<file path="src/rtl/apple2_disk_pkg.sv">
// Shared types and constants for the floppy track-buffer controller.
package apple2_disk_pkg;

  localparam int SECTORS_DEF = 13;
  localparam int LBA_W       = 32;
  localparam int SEC_W       = 4;
  localparam int TRACK_W     = 6;

  typedef enum logic [2:0] {
    IDLE       = 3'd0,
    FLUSH_REQ  = 3'd1,
    FLUSH_XFER = 3'd2,
    LOAD_REQ   = 3'd3,
    LOAD_XFER  = 3'd4
  } fdd_state_t;

  // Track images are packed back to back, so the LBA is linear in track.
  function automatic logic [LBA_W-1:0] sector_lba(input logic [TRACK_W-1:0] trk,
                                                  input logic [SEC_W-1:0]   sec,
                                                  input int                 sectors);
    return LBA_W'(sectors) * LBA_W'(trk) + LBA_W'(sec);
  endfunction

endpackage

</file>
<file path="src/rtl/fdd_track_ctrl_if.sv">
// SD sector channel between the track controller and the SD block.
// A request (sd_rd or sd_wr) stays high with stable sd_lba/track_sec until sd_ack rises;
// it drops the cycle after that rise, and the falling edge of sd_ack marks the sector done.
interface fdd_track_ctrl_if;
  import apple2_disk_pkg::*;

  logic [LBA_W-1:0] sd_lba;
  logic             sd_rd;
  logic             sd_wr;
  logic [SEC_W-1:0] track_sec;
  logic             sd_ack;

  modport master (
    output sd_lba,
    output sd_rd,
    output sd_wr,
    output track_sec,
    input  sd_ack
  );

  modport slave (
    input  sd_lba,
    input  sd_rd,
    input  sd_wr,
    input  track_sec,
    output sd_ack
  );

endinterface

</file>
<file path="src/rtl/fdd_dirty_pick.sv">
// Lowest-set-bit encoder over the dirty sector mask.
module fdd_dirty_pick
  import apple2_disk_pkg::*;
#(
  parameter int N = SECTORS_DEF
) (
  input  logic [N-1:0]     mask,
  output logic [SEC_W-1:0] idx,
  output logic             any
);

  // Scanning downwards lets the lowest set bit be the last one written.
  always_comb begin
    idx = '0;
    any = 1'b0;
    for (int i = N - 1; i >= 0; i--) begin
      if (mask[i]) begin
        idx = SEC_W'(i);
        any = 1'b1;
      end
    end
  end

endmodule

</file>
<file path="src/rtl/fdd_track_ctrl.sv">
// Track-buffer controller: flushes dirty sectors and loads whole tracks over the SD channel
// on head movement, image mount, or after a period without disk writes.
module fdd_track_ctrl
  import apple2_disk_pkg::*;
#(
  parameter int SECTORS    = SECTORS_DEF,
  parameter int IDLE_FLUSH = 1400000
) (
  input  logic               clk_sys,
  input  logic               reset,
  input  logic [TRACK_W-1:0] track,
  input  logic               img_mounted,
  input  logic               img_size_nz,
  input  logic               img_readonly,
  input  logic               fd_write_disk,
  input  logic [13:0]        fd_track_addr,
  fdd_track_ctrl_if.master   sd,
  output logic               cpu_wait,
  output logic               busy,
  output fdd_state_t         state_dbg
);

  localparam int CNT_W = $clog2(IDLE_FLUSH + 1);

  fdd_state_t         state, state_n;
  logic [SECTORS-1:0] dirty, dirty_n;
  logic [TRACK_W-1:0] cur_track, cur_track_n;
  logic [TRACK_W-1:0] track_latched, trk_lat_n;
  logic               valid, valid_n;
  logic               pend_mount, pend_n;
  logic               bg_flush, bg_n;
  logic [SEC_W-1:0]   xfer_sec, sec_n;
  logic [CNT_W-1:0]   idle_cnt, idle_cnt_n;
  logic               ack_q;

  logic               ack_rise, ack_fall;
  logic [SEC_W-1:0]   wr_sec;
  logic               wr_acc;
  logic               in_load;
  logic               pend_now;
  logic               want;
  logic               go_load;
  logic               idle_hit;
  logic [SEC_W-1:0]   pick_idx;
  logic               pick_any;
  logic               unused_addr_bits;

  fdd_dirty_pick #(.N(SECTORS)) u_pick (
    .mask (dirty),
    .idx  (pick_idx),
    .any  (pick_any)
  );

  assign unused_addr_bits = ^{fd_track_addr[13], fd_track_addr[8:0]};

  assign ack_rise = sd.sd_ack & ~ack_q;
  assign ack_fall = ~sd.sd_ack & ack_q;
  assign wr_sec   = fd_track_addr[12:9];
  assign in_load  = (state == LOAD_REQ) || (state == LOAD_XFER);
  assign wr_acc   = fd_write_disk && valid && !img_readonly && !in_load &&
                    ({1'b0, wr_sec} < (SEC_W + 1)'(SECTORS));
  // A mount arriving this cycle already counts as pending, so no stale flush starts.
  assign pend_now = pend_mount | img_mounted;
  assign want     = (track != cur_track) || pend_now;
  assign idle_hit = (idle_cnt == CNT_W'(IDLE_FLUSH));

  always_ff @(posedge clk_sys) begin
    if (reset) begin
      state         <= IDLE;
      dirty         <= '0;
      cur_track     <= '1;
      track_latched <= '0;
      valid         <= 1'b0;
      pend_mount    <= 1'b0;
      bg_flush      <= 1'b0;
      xfer_sec      <= '0;
      idle_cnt      <= '0;
      ack_q         <= 1'b0;
    end else begin
      state         <= state_n;
      dirty         <= dirty_n;
      cur_track     <= cur_track_n;
      track_latched <= trk_lat_n;
      valid         <= valid_n;
      pend_mount    <= pend_n;
      bg_flush      <= bg_n;
      xfer_sec      <= sec_n;
      idle_cnt      <= idle_cnt_n;
      ack_q         <= sd.sd_ack;
    end
  end

  always_comb begin
    state_n     = state;
    dirty_n     = dirty;
    cur_track_n = cur_track;
    trk_lat_n   = track_latched;
    valid_n     = valid;
    pend_n      = pend_mount;
    bg_n        = bg_flush;
    sec_n       = xfer_sec;
    go_load     = 1'b0;

    if (wr_acc) begin
      idle_cnt_n = '0;
    end else if (!idle_hit) begin
      idle_cnt_n = idle_cnt + 1'b1;
    end else begin
      idle_cnt_n = idle_cnt;
    end

    // Clear on the write ack first so a simultaneous strobe to the same sector wins.
    if (state == FLUSH_REQ && ack_rise) dirty_n[xfer_sec] = 1'b0;
    if (wr_acc)                         dirty_n[wr_sec]   = 1'b1;
    if (img_mounted) begin
      dirty_n = '0;
      valid_n = 1'b0;
      pend_n  = 1'b1;
    end

    case (state)
      IDLE: begin
        if (want) begin
          if (pick_any && !pend_now) begin
            state_n = FLUSH_REQ;
            sec_n   = pick_idx;
            bg_n    = 1'b0;
          end else begin
            go_load = 1'b1;
          end
        end else if (pick_any && idle_hit) begin
          state_n = FLUSH_REQ;
          sec_n   = pick_idx;
          bg_n    = 1'b1;
        end
      end
      FLUSH_REQ: begin
        if (ack_rise) state_n = FLUSH_XFER;
      end
      FLUSH_XFER: begin
        if (ack_fall) begin
          if (pend_now) begin
            go_load = 1'b1;
          end else if (pick_any) begin
            state_n = FLUSH_REQ;
            sec_n   = pick_idx;
          end else if (bg_flush) begin
            state_n = IDLE;
          end else begin
            go_load = 1'b1;
          end
        end
      end
      LOAD_REQ: begin
        if (ack_rise) state_n = LOAD_XFER;
      end
      LOAD_XFER: begin
        if (ack_fall) begin
          if (pend_now) begin
            go_load = 1'b1;
          end else if (xfer_sec == SEC_W'(SECTORS - 1)) begin
            state_n     = IDLE;
            valid_n     = 1'b1;
            cur_track_n = track_latched;
          end else begin
            state_n = LOAD_REQ;
            sec_n   = xfer_sec + 1'b1;
          end
        end
      end
      default: state_n = IDLE;
    endcase

    // An empty image has nothing to load; adopting the track stops re-detection.
    if (go_load) begin
      pend_n = 1'b0;
      bg_n   = 1'b0;
      if (img_size_nz) begin
        state_n   = LOAD_REQ;
        trk_lat_n = track;
        sec_n     = '0;
      end else begin
        state_n     = IDLE;
        valid_n     = 1'b0;
        cur_track_n = track;
      end
    end
  end

  always_comb begin
    sd.sd_rd     = (state == LOAD_REQ);
    sd.sd_wr     = (state == FLUSH_REQ);
    sd.sd_lba    = '0;
    sd.track_sec = '0;
    case (state)
      FLUSH_REQ, FLUSH_XFER: begin
        sd.sd_lba    = sector_lba(cur_track, xfer_sec, SECTORS);
        sd.track_sec = xfer_sec;
      end
      LOAD_REQ, LOAD_XFER: begin
        sd.sd_lba    = sector_lba(track_latched, xfer_sec, SECTORS);
        sd.track_sec = xfer_sec;
      end
      default: ;
    endcase
  end

  assign busy      = (state != IDLE);
  assign cpu_wait  = !reset && ((state == IDLE) ? ((state_n != IDLE) && !bg_n) : !bg_flush);
  assign state_dbg = state;

endmodule

</file>
<file path="src/flat_wrapper.sv">
// flat-port wrapper written by rule: the top's interface ports become plain ports
module fdd_track_ctrl_flat import apple2_disk_pkg::*;
#(
  parameter int SECTORS    = SECTORS_DEF,
  parameter int IDLE_FLUSH = 1400000
)
  (clk_sys, reset, track, img_mounted, img_size_nz, img_readonly, fd_write_disk, fd_track_addr, cpu_wait, busy, state_dbg, sd_sd_lba, sd_sd_rd, sd_sd_wr, sd_track_sec, sd_sd_ack);
  fdd_track_ctrl_if sd_i ();
  input  logic clk_sys;
  input  logic reset;
  input  logic [TRACK_W-1:0] track;
  input  logic img_mounted;
  input  logic img_size_nz;
  input  logic img_readonly;
  input  logic fd_write_disk;
  input  logic [13:0] fd_track_addr;
  output logic cpu_wait;
  output logic busy;
  output fdd_state_t state_dbg;
  output wire logic [$bits(sd_i.sd_lba)-1:0] sd_sd_lba;
  output wire logic [$bits(sd_i.sd_rd)-1:0] sd_sd_rd;
  output wire logic [$bits(sd_i.sd_wr)-1:0] sd_sd_wr;
  output wire logic [$bits(sd_i.track_sec)-1:0] sd_track_sec;
  input wire logic [$bits(sd_i.sd_ack)-1:0] sd_sd_ack;
  assign sd_sd_lba = sd_i.sd_lba;
  assign sd_sd_rd = sd_i.sd_rd;
  assign sd_sd_wr = sd_i.sd_wr;
  assign sd_track_sec = sd_i.track_sec;
  assign sd_i.sd_ack = sd_sd_ack;
  fdd_track_ctrl #(.SECTORS(SECTORS), .IDLE_FLUSH(IDLE_FLUSH)) u_core (.clk_sys(clk_sys), .reset(reset), .track(track), .img_mounted(img_mounted), .img_size_nz(img_size_nz), .img_readonly(img_readonly), .fd_write_disk(fd_write_disk), .fd_track_addr(fd_track_addr), .sd(sd_i), .cpu_wait(cpu_wait), .busy(busy), .state_dbg(state_dbg));
endmodule
</file>
<file path="config.mk">
export PLATFORM = sky130hd
export DESIGN_NAME = fdd_track_ctrl_flat
export DESIGN_NICKNAME = d
export VERILOG_FILES = /design/src/rtl/apple2_disk_pkg.sv /design/src/rtl/fdd_track_ctrl_if.sv /design/src/rtl/fdd_dirty_pick.sv /design/src/rtl/fdd_track_ctrl.sv /design/src/flat_wrapper.sv
export SDC_FILE = /design/constraint.sdc
export NUM_CORES = 1
export LEC_CHECK = 0
export CAP_MARGIN = 20
export CELL_PAD_IN_SITES_DETAIL_PLACEMENT = 1
export CELL_PAD_IN_SITES_GLOBAL_PLACEMENT = 1
export CORE_ASPECT_RATIO = 1.4
export CORE_MARGIN = 10
export CORE_UTILIZATION = 46
export CTS_BUF_LIST = sky130_fd_sc_hd__clkbuf_8
export DETAILED_ROUTE_END_ITERATION = 10
export PLACE_DENSITY = 0.94
export SKIP_CTS_REPAIR_TIMING = 1
export SLEW_MARGIN = 20
export SYNTH_ARGS = -nofsm -noshare
export SYNTH_HDL_FRONTEND = slang
export SYNTH_HIERARCHICAL = 1
export SYNTH_SLANG_ARGS = --single-unit
</file>
<file path="constraint.sdc">
create_clock -name clk_sys -period 5.4 [get_ports clk_sys]
set_input_delay 1.08 -clock clk_sys [delete_from_list [all_inputs] [get_ports clk_sys]]
set_output_delay 1.08 -clock clk_sys [all_outputs]
set_load 0.02 [all_outputs]
</file>
==> results.yml <==
drt:
  drc: 0
  wirelength_um: 15500
  drt_iter0_drc: 245
  ant_nets: 0
  vias_per_cell: 5.87
  dr_total_vias: 4482
  routedWlPerCell_um: 20.3
  firstDrtPassIters: 4
floorplanning:
  core_area_mm2: 0.0103
  fp.dieH_um: 141
  dieWidth_um: 107
  std_cell_rows: 44
  dieArea_mm2: 0.0151
  initial_core_util_pct: 46.9
  io_pins: 70
synth:
  synthXorXnorAreaFrac_pct: 6.68
  synthMuxAreaShare_pct: 5.44
  synth_top_family_by_area: "simple AND/OR/NAND/NOR gates"
  ys_types: 65
  ys_async_sr_fraction_pct: 0
  synth-simple-area-share_pct: 21.7
  synthAdderAreaFrac_pct: 18.7
  syn_avg_cell_area_um2: 8.36
  yosysWarnings: 6
  synth_compound_area_share_pct: 16.3
  netlist_instances: 580
  synth_edf_count: 0
  ys_seq_area_share_pct: 23.5
  synth-seq-cells: 57
  ys.flop_type: "dfxtp_1"
  syn_area_mm2: 0.00485
power:
  powerDensity_mw_per_mm2: 261
  p_int_w: 0.000890
  p_sw_share_pct: 38.0
  fin_total_pwr_w: 0.00144
  seqPwrFrac_pct: 32.1
  leakagePower_nw: 2.30
  p_switching_w: 0.000545
  pwr-share-comb_pct: 40.1
  vdd_drop_max_mv: 0.139
  clkPwrFrac_pct: 27.9
clocking:
  clkSlewWorstSetupHoldPaths_ns: 0.08
  clock_latency_ns: 0.35
  cts_root_buf: "clkbuf_8"
  cts.sinks: 57
  numCtsBuffers: 9
  htree_levels: 3
  cts_tree: "built"
  clk_path_buf_depth: 2
setup_path:
  required_ns: 4.32
  cp-end-kind: "primary output"
  start_kind: "flop"
  crit_type: "flop to primary output"
  rr_worst_depth: 9
  crit_fanout: 5
  arrival_ns: 4.11
grt:
  grt_max_degree: 22
  grt_pass1_vias: 5064
  grt_first_pass_wirelength_um: 25000
  antenna_found_initial: 0
  grtUsageTotal_pct: 20.5
  overflow: 0
timing:
  fin_ws_ns: 0.210
  rsz0062_at_grt: "false"
  fin_crit_sh_pct: 96.1
  hold_viol_final: 0
  fin_worst_skew_ns: 0.0117
  slew_viol_final: 0
  tns_ns: 0
  maxSlewHeadroom_pct: 46.9
  finalSetupViolations: 0
  finalCriticalPeriod_ns: 5.19
  tightest_slew_ns: 0.796
  fmax_mhz: 193
place:
  pre_cts_ws_ns: 0.376
  dpl_cell_area_mm2: 0.00530
  place.port_buffers: 38
  gp_congestion: 0.949
  dp_hpwl_um: 12300
flow_run:
  cap_violations: 0
final_layout:
  antenna_cells: 0
  area_delta_synth_final_pct: 13.5
  fin_area_mm2: 0.00551
  final_nets: 714
  final_layout_size_suffix_gt1_share_pct: 7.20
run_status:
  status: "completed"
hold_path:
  whs_path_depth: 2
  hp-class: "flop to flop"
[layout by cell type (no fill, tap or decap), drive strengths merged, types with 21 or more instances in the layout]
cell type and instances:
a21oi 23, clkdlybuf4s50 38, conb 21, dfxtp 57, ha 59, inv 40, nand2 34, nor2 64
nor3 21, o21ai 23
[synth_stat cells, drive strengths merged, types with 8 or more instances]
cell type  number  area share [%]
fa              8             3.3
a21oi          23             2.5
or3            11             1.4
nand3          13             1.3
nor2           64             5.0
nand2          34             2.6
a211oi          8             1.2
clkbuf          8            0.62
a22oi           9             1.4
xnor2          19             3.4
xor2           18             3.3
inv            39             3.0
nor3           21             2.2
nor2b          10             1.3
nand2b         13             1.7
mux2i          17             3.5
buf            27             3.9
ha             59              15
dfxtp          57              24
o21ai          23             2.5
[layout make-up]
| cell class | instances | area (µm²) |
|---|---|---|
| Multi-Input combinational cell | 469 | 3420 |
| Tap cell | 138 | 173 |
| Clock buffer | 9 | 124 |
| Clock inverter | 7 | 70.1 |
| Fill cell | 1301 | 4840 |
| Timing Repair Buffer | 44 | 425 |
| Sequential cell | 57 | 1140 |
| Inverter | 39 | 146 |
[state kept, by name, indices dropped and copies added, names as in the netlist]
| name | flops |
|---|---|
| u_core/pend_mount | 1 |
| u_core/valid | 1 |
| u_core/state_dbg | 3 |
| u_core/cur_track | 6 |
| u_core/track_latched | 6 |
| u_core/xfer_sec | 4 |
| u_core/bg_flush | 1 |
| u_core/idle_cnt | 21 |
| u_core/dirty | 13 |
| u_core/ack_q | 1 |
[power by group through the flow]
stage | Sequential, W | Combinational [W] | Clock (W)
floorplan | 0.000458 | 0.000387 | 0
global placement | 0.000467 | 0.000521 | 0
detailed placement | 0.000469 | 0.000565 | 0
CTS | 0.000459 | 0.000569 | 0.000407
global route | 0.000462 | 0.000627 | 0.000423
finish | 0.000460 | 0.000575 | 0.000400
[metal layers]
layer / up-vias / track usage (%) / wire length [µm]
met5: - / 0 / 0
met4: 0 / 12.7 / 840
met3: 61 / 3.40 / 472
met2: 122 / 40.6 / 8770
met1: 2198 / 18.4 / 5410
li1: 2101 / - / -
[metrics by stage]
stage | hold WS [ns] | cells | util (%)
after CTS | 0.520 | 763 | 53.1
final | 0.515 | 763 | 53.2
after global placement | 0.480 | 747 | 51.2
after detailed placement | 0.508 | 747 | 51.2
after floorplan | 0.458 | 600 | -
after global routing | 0.548 | 763 | 53.2
[logic make-up (layout without fill, tap and decap cells)]
group	count (synthesis)	count (layout)
compound gates	117	117
xor+xnor	37	37
fa+ha+maj	68	68
buf+inv	74	99
flops	57	57
mux	24	24
other cells	1	21
simple gates	202	202
[critical path: stages (launching register included)]
cell and delay [ns]:
dfxtp_1 0.50, ha_1 0.30, ha_1 0.29, fa_1 0.48, ha_1 0.37, a21o_1 0.19, a21oi_1 0.27, o21ai_0 0.19
o41ai_2 0.26, xor2_1 0.11, o22ai_1 0.17, clkdlybuf4s50_1 0.64
[path summary, 6_finish.rpt]
path / startpoint / endpoint / slack [ns]
max reg2reg: u_core/dirty[9] / u_core/xfer_sec[2] / 2.59
max: u_core/cur_track[1] / sd_sd_lba[9] / 0.21
min: u_core/idle_cnt[17] / u_core/idle_cnt[17] / 0.51
min reg2reg: u_core/idle_cnt[17] / u_core/idle_cnt[17] / 0.51
No activity file was read; power rests on OpenSTA's default activity.
